--- src/rtl/reg_file_param.sv ---
// Two-read, one-write register file that clears itself after reset; register 0 is hard-wired to zero.
// Latency: 1 cycle from read address to dout; INIT takes NREGS cycles after reset is released.
// Backpressure: none. ready is low during INIT and blocks writes; define REG_FILE_BYPASS_EN for write-through reads.
module reg_file_param #(
  parameter int XLEN  = 32,
  parameter int NREGS = 32,
  localparam int AW   = $clog2(NREGS)
) (
  input  logic            clk,
  input  logic            reset,
  input  logic            rd_en,
  input  logic [AW-1:0]   raddr1,
  input  logic [AW-1:0]   raddr2,
  output logic [XLEN-1:0] dout1,
  output logic [XLEN-1:0] dout2,
  input  logic            w_enable,
  input  logic [AW-1:0]   waddr,
  input  logic [XLEN-1:0] din,
  output logic            ready
);

  typedef enum logic {INIT, RUN} state_t;

  state_t          state, state_nxt;
  logic [AW-1:0]   init_cnt, init_cnt_nxt;
  logic            ready_nxt;
  logic            mem_we;
  logic [AW-1:0]   mem_waddr;
  logic [XLEN-1:0] mem_wdata;
  logic            wr_run;
  logic [XLEN-1:0] rd1_val, rd2_val;
  logic [XLEN-1:0] mem [NREGS];

  // A user write is accepted only in RUN and never to register 0.
  assign wr_run = (state == RUN) && w_enable && (waddr != '0);

  // Next-state logic. INIT sweeps one entry per cycle and hands over to RUN
  // on the same edge that clears the last entry.
  always_comb begin
    state_nxt    = state;
    init_cnt_nxt = init_cnt;
    ready_nxt    = ready;
    mem_we       = 1'b0;
    mem_waddr    = waddr;
    mem_wdata    = din;
    case (state)
      INIT: begin
        mem_we       = 1'b1;
        mem_waddr    = init_cnt;
        mem_wdata    = '0;
        init_cnt_nxt = init_cnt + AW'(1);
        if (init_cnt == AW'(NREGS - 1)) begin
          state_nxt = RUN;
          ready_nxt = 1'b1;
        end
      end
      RUN: begin
        mem_we = wr_run;
      end
      default: begin
        state_nxt = INIT;
      end
    endcase
  end

  // Read data selection. Address 0 always returns zero, including when the
  // bypass path would otherwise forward din.
  always_comb begin
    rd1_val = '0;
    rd2_val = '0;
    if (raddr1 != '0) rd1_val = mem[raddr1];
    if (raddr2 != '0) rd2_val = mem[raddr2];
`ifdef REG_FILE_BYPASS_EN
    if (wr_run && (waddr == raddr1)) rd1_val = din;
    if (wr_run && (waddr == raddr2)) rd2_val = din;
`else
`endif
  end

  // Control state and registered read ports. Reset is asynchronous.
  always_ff @(posedge clk or posedge reset) begin
    if (reset) begin
      state    <= INIT;
      init_cnt <= '0;
      ready    <= 1'b0;
      dout1    <= '0;
      dout2    <= '0;
    end else begin
      state    <= state_nxt;
      init_cnt <= init_cnt_nxt;
      ready    <= ready_nxt;
      if (state == INIT) begin
        dout1 <= '0;
        dout2 <= '0;
      end else if (rd_en) begin
        dout1 <= rd1_val;
        dout2 <= rd2_val;
      end
    end
  end

  // Storage is not reset. The INIT sweep zeroes every entry before ready rises.
  always_ff @(posedge clk) begin
    if (mem_we) mem[mem_waddr] <= mem_wdata;
  end

endmodule

--- config.mk ---
export PLATFORM = sky130hd
export DESIGN_NAME = reg_file_param
export DESIGN_NICKNAME = d
export VERILOG_FILES = /design/src/rtl/reg_file_param.sv
export SDC_FILE = /design/constraint.sdc
export NUM_CORES = 1
export LEC_CHECK = 0
export ABC_AREA = 0
export BUFFER_PORTS_ARGS = -buffer_cell sky130_fd_sc_hd__buf_2
export CAP_MARGIN = 20
export CELL_PAD_IN_SITES_DETAIL_PLACEMENT = 0
export CELL_PAD_IN_SITES_GLOBAL_PLACEMENT = 1
export CORE_MARGIN = 2
export CORE_UTILIZATION = 25
export DETAILED_ROUTE_END_ITERATION = 16
export PLACE_DENSITY_LB_ADDON = 0.1
export SLEW_MARGIN = 5
export SYNTH_ARGS = -nofsm -noshare
export SYNTH_HDL_FRONTEND = slang
export SYNTH_SLANG_ARGS = --single-unit
--- constraint.sdc ---
create_clock -name clk -period 6 [get_ports clk]
set_input_delay 1.2 -clock clk [delete_from_list [all_inputs] [get_ports clk]]
set_output_delay 1.2 -clock clk [all_outputs]
set_load 0.02 [all_outputs]
Yosys cells after proc, flatten, opt, wreduce, memory -nomap -nowiden
Memory sizes are Yosys's and may differ from the RTL's. Cells that the tools add are included.

Bits in writable memories: 1024. Memories: 1. Register bits after elaboration: 71. Input bits: 51. Logic and storage cells: 29. Output and inout bits: 65.

Multiplexer cells: 13. Eq/ne operators: 2. Add/subtract/negate cells: 1. Bitwise logic cells: 1. Reduce and logical (&&, ||, !) cells: 6.

Memories: mem (depth 32, width 32, read ports 2, clocked after memory_dff 0, wr ports 1, RTL line 32) `logic [XLEN-1:0] mem [NREGS];`.

Operator list (count): 32-bit two-way mux (7); 5-bit nonzero test (3); 5-bit by 1-bit adder with 5-bit output, second input constant (1); 5-bit equality test, second input constant (1); 5-bit two-way mux (1); 1-bit two-way mux (4); 1-bit logical AND (2); 2-bit inequality test, second input constant (1); 1-bit one-hot mux with 2 select lines (1); 2-bit AND reduction (1); 1-bit NOT (1).

Depth between registers and ports, before layout
Word-level depth: 5. Gate-level depth with buffers: 9. Gate-level depth less buffers: 4.

Least setup slack after synthesis
No wires, ideal clock.

Path type: input-to-reg. Start point: input waddr[0]. End point: memory mem[0][0], enable pin. Setup time: 421 ps. Slack: 2493 ps. Arrival: 3085 ps. Cell stages on the path: 3. Required time: 5579 ps. Path buffers: 0. Cell sequence: nor4b_1 a21oi_1 nor2_1.

Cells in the longest elaborated chain, start to end: 5. Elaborated cells between the ends (all ways): 6. Classes of those cells: mux: 4; reduce/logical: 2.

RTL lines: from (decl) (RTL line 17) `input logic [AW-1:0] waddr,`; 5-bit nonzero test (RTL line 35) `assign wr_run = (state == RUN) && w_enable && (waddr != '0);`; 1-bit logical AND (RTL line 35); 1-bit one-hot mux with 2 select lines (RTL line 46) `case (state)`; 1-bit two-way mux (RTL line 104) `if (mem_we) mem[mem_waddr] <= mem_wdata;`; 1-bit two-way mux (implied by the code) (RTL line 104); to (decl) (RTL line 32).

Parallel ways exist; a longest one is shown, timed or not.

Worst setup path in the final report
Start point: input raddr2[3]. End point: register dout2[6].

Cells in the longest elaborated chain, start to end: 4. Elaborated cells between the ends (all ways): 5. Classes of those cells: mux: 3; reduce/logical: 1; memory: 1.

RTL lines: from (decl) (RTL line 13) `input logic [AW-1:0] raddr2,`; memory 32 x 32 bit or 5-bit nonzero test (tied branches); 32-bit two-way mux (*) (RTL line 72) `if (raddr2 != '0) rd2_val = mem[raddr2];`; 32-bit two-way mux (*) (RTL line 95) `end else if (rd_en) begin`; 32-bit two-way mux (*) (RTL line 92) `if (state == INIT) begin`; to (signal assigned) (RTL line 97) `dout2 <= rd2_val;`; to (decl) (RTL line 15) `output logic [XLEN-1:0] dout2,`.

Every way passes the cells marked *; elsewhere a longest branch is shown, timed or not. The select of a mux whose other input is x is not followed. A chain may end at the register's enable or synchronous reset.

==> run metrics <==
DIE WIDTH 456 microns; fraction of synthesized cell area in xor and xnor cells 0.000515; Worst path top cell family by delay buffers and inverters; worst-margin pin slew 1.19 ns; number of primary I/O pins 116; final layout net count 3070; number of levels the H-tree was split into 4; antenna viol nets, final 0; Power Total 18.5 mW; initial antenna violation count 30; number of flops mapped to enable cells by yosys 1024; adder-cell area share of the yosys netlist 0.000490; simple-gate share of the synthesized area 0.0244; Placed Cells 5533; DRC errors left 0; number of hold-repair buffers added at the cts stage 0; critical path capture point type flop; static power due to leakage 19.7 nW; dominant combinational cell family by area after synthesis multiplexers; Yosys reg bits 1095; Avg Synthesized Cell Area 18.0 sq um; residual overflow from global routing 0; post-synthesis cell type count 50; Mapped Nets 2896; worst min path class reg2reg; total number of placement rows 165; core area 0.203 sq mm; total power divided by cell area 308 mW/mm^2; number of endpoints with negative hold slack in the final report 0; result of the run complete, no violations; via/cell ratio 5.35; detailed router's first-iteration violation count 3118; sequential-to-total area share from yosys stat 0.637; post-route insts no fill 5810; number of clock sinks 1095; total via count in the routed design 31100; buffers inserted by post-CTS timing repair 0; worst hold margin 0.456 ns; total length of routed wires 218000 microns; Max Cap Viol 0; most frequent cells after synthesis sky130_fd_sc_hd__edfxtp_1 (1024), sky130_fd_sc_hd__mux4_2 (378), sky130_fd_sc_hd__mux2i_1 (268), sky130_fd_sc_hd__o22ai_1 (127), sky130_fd_sc_hd__clkbuf_1 (100); standard cell area after detailed placement 0.0554 sq mm; share of the synthesized area in the top cell type 0.602; clock tree from TritonCTS yes; vias in the first global route 32400; Area growth syn-to-layout 17.9%; total half-perimeter wirelength after legalization and detailed placement 132000 microns; Die Footprint 0.208 sq mm; library cell appearing most often on the critical path sky130_fd_sc_hd__buf_4; clock transition at the register clock pins on the worst setup and hold paths after CTS 0.05 ns; data required time at the worst endpoint 6.63 ns; ratio of cells with drive above 1 in the final layout 0.312; RSZ-0062 raised after global routing false; Routability Congestion 0.763; maximum fanout along the worst path 34; instance count of the mapped netlist 2843; worst max-slew margin expressed relative to the limit 0.208; total number of yosys warnings 0; initial core utilization 0.252; number of buffers between clock root and the deepest sink 3; share of async-settable or async-resettable flops after synthesis 0.0648; arrival time at the worst endpoint 4.06 ns; Critical Path Max Stage Delay 0.69 ns; crit path time final 3.43 ns; pin count of the biggest net entering global routing 147; worst IR drop on VDD 0.000267 V; worst setup path start raddr2[3]; chip height 456 microns; number of buffer and inverter stages on the critical path 2; wire length of the first global-routing pass 294000 microns; cell area after layout 0.0602 sq mm; launch instance of the worst register-to-register path state; type of element launching the critical path input port; mux contribution to synthesized area 0.234; ordered list of cells on the worst path buf_4 -> or3_4 -> buf_4 -> o22ai_1 -> a2111oi_0 -> a211oi_1; total of buffers placed on input and output ports 115; worst setup path class in2reg; top-count cell post-synth sky130_fd_sc_hd__edfxtp_1; largest area contributor in the netlist sky130_fd_sc_hd__edfxtp_1; root buffer cell sky130_fd_sc_hd__clkbuf_16; fraction of the mapped netlist area in compound gates 0.0762; Worst Skew 0.0304 ns; final worst path period share 0.572; Routed wire per std cell 37.6 microns; DRT Pass-1 Iters 5; synthesized area 0.0510 sq mm; number of buffers created by CTS 137; cts repair resizes 0; max-slew violation total from the final report 0; Finish-stage setup viols 0; clock latency on the worst-skew pair 0.80 ns; Worst path slowest cell sky130_fd_sc_hd__buf_4; most common flop cell mapped by yosys sky130_fd_sc_hd__edfxtp_1; setup TNS after final layout 0 ns; top cells by area in the synthesized netlist sky130_fd_sc_hd__edfxtp_1 (60%), sky130_fd_sc_hd__mux4_2 (17%), sky130_fd_sc_hd__mux2i_1 (5.3%); max frequency 292 MHz; Min-Delay Startpoint ready; Total Routing Usage GR 0.207
-- placed cells by master, fill, tap and decap left out, types with 11 or more instances in the layout --
cell type / n
sky130_fd_sc_hd__a211oi_1: 75
sky130_fd_sc_hd__buf_4: 112
sky130_fd_sc_hd__o22ai_1: 127
sky130_fd_sc_hd__and3_1: 30
sky130_fd_sc_hd__nor2_1: 11
sky130_fd_sc_hd__buf_2: 107
sky130_fd_sc_hd__a22oi_1: 58
sky130_fd_sc_hd__mux2i_1: 268
sky130_fd_sc_hd__nand2_1: 43
sky130_fd_sc_hd__a2111oi_0: 56
sky130_fd_sc_hd__a2111oi_1: 13
sky130_fd_sc_hd__mux4_2: 378
sky130_fd_sc_hd__clkbuf_16: 138
sky130_fd_sc_hd__buf_8: 24
sky130_fd_sc_hd__nor2_4: 32
sky130_fd_sc_hd__bufinv_16: 12
sky130_fd_sc_hd__a221oi_1: 30
sky130_fd_sc_hd__a21o_1: 43
sky130_fd_sc_hd__o21ai_0: 38
sky130_fd_sc_hd__a2111oi_2: 12
sky130_fd_sc_hd__mux2_2: 66
sky130_fd_sc_hd__and2_1: 73
sky130_fd_sc_hd__buf_12: 18
sky130_fd_sc_hd__clkinv_2: 19
sky130_fd_sc_hd__dfrtp_1: 70
sky130_fd_sc_hd__edfxtp_1: 1024
sky130_fd_sc_hd__inv_1: 23
sky130_fd_sc_hd__a21oi_1: 65
sky130_fd_sc_hd__clkbuf_1: 42
sky130_fd_sc_hd__clkinv_1: 21
-- through the flow --
step                      setup slack [ns]   util
after detailed placement              1.74  0.274
after CTS                             2.62  0.296
after global placement                1.75  0.272
after floorplan                       2.49      -
after global routing                  2.44  0.297
final                                 2.57  0.297
-- layout make-up --
class	instances	area, sq um
multi-input combinational	1487	17400
antenna	5	12.5
clock buffer	185	3680
sequential	1095	32500
clock inverter	70	766
tap	2672	3340
inverter	26	100
fill	19700	142000
timing repair buffer	270	2310
-- logic make-up after synthesis --
kind of cell	Yosys count
flops	1095
fa+ha+maj	2
simple gates	230
xor+xnor	3
mux	712
compound gates	540
buf+inv	261
-- path summary, 6_finish.rpt --
kind	cells after the start	endpoint	slack (ns)
setup reg to reg	4	mem[17][4]	2.77
min in group asynchronous	2	dout1[15]	0.53
max in group asynchronous	3	state	4.41
setup / recovery	6	dout2[6]	2.57
hold reg to reg	1	ready	0.46
hold / removal	1	ready	0.46
-- power by group --
| group | internal [mW] | switching (mW) | leakage [nW] |
|---|---|---|---|
| registers | 8.43 | 0.123 | 10.1 |
| clock network | 4.85 | 3.42 | 2.16 |
| logic | 0.581 | 1.10 | 7.41 |
-- state kept, by name, summed over array words and instances, names as in the netlist --
register,cells
ready,1
state,1
dout2,32
init_cnt,5
mem,1024
dout1,32
-- layer usage --
| metal | track usage | up-vias | wire [microns] |
|---|---|---|---|
| li1 | - | 12400 | - |
| met1 | 0.285 | 17300 | 97700 |
| met2 | 0.344 | 1071 | 106000 |
| met3 | 0.0288 | 245 | 10200 |
| met4 | 0.0506 | 2 | 4650 |
| met5 | 0 | - | 11 |
(Power assumes the default switching activity.)
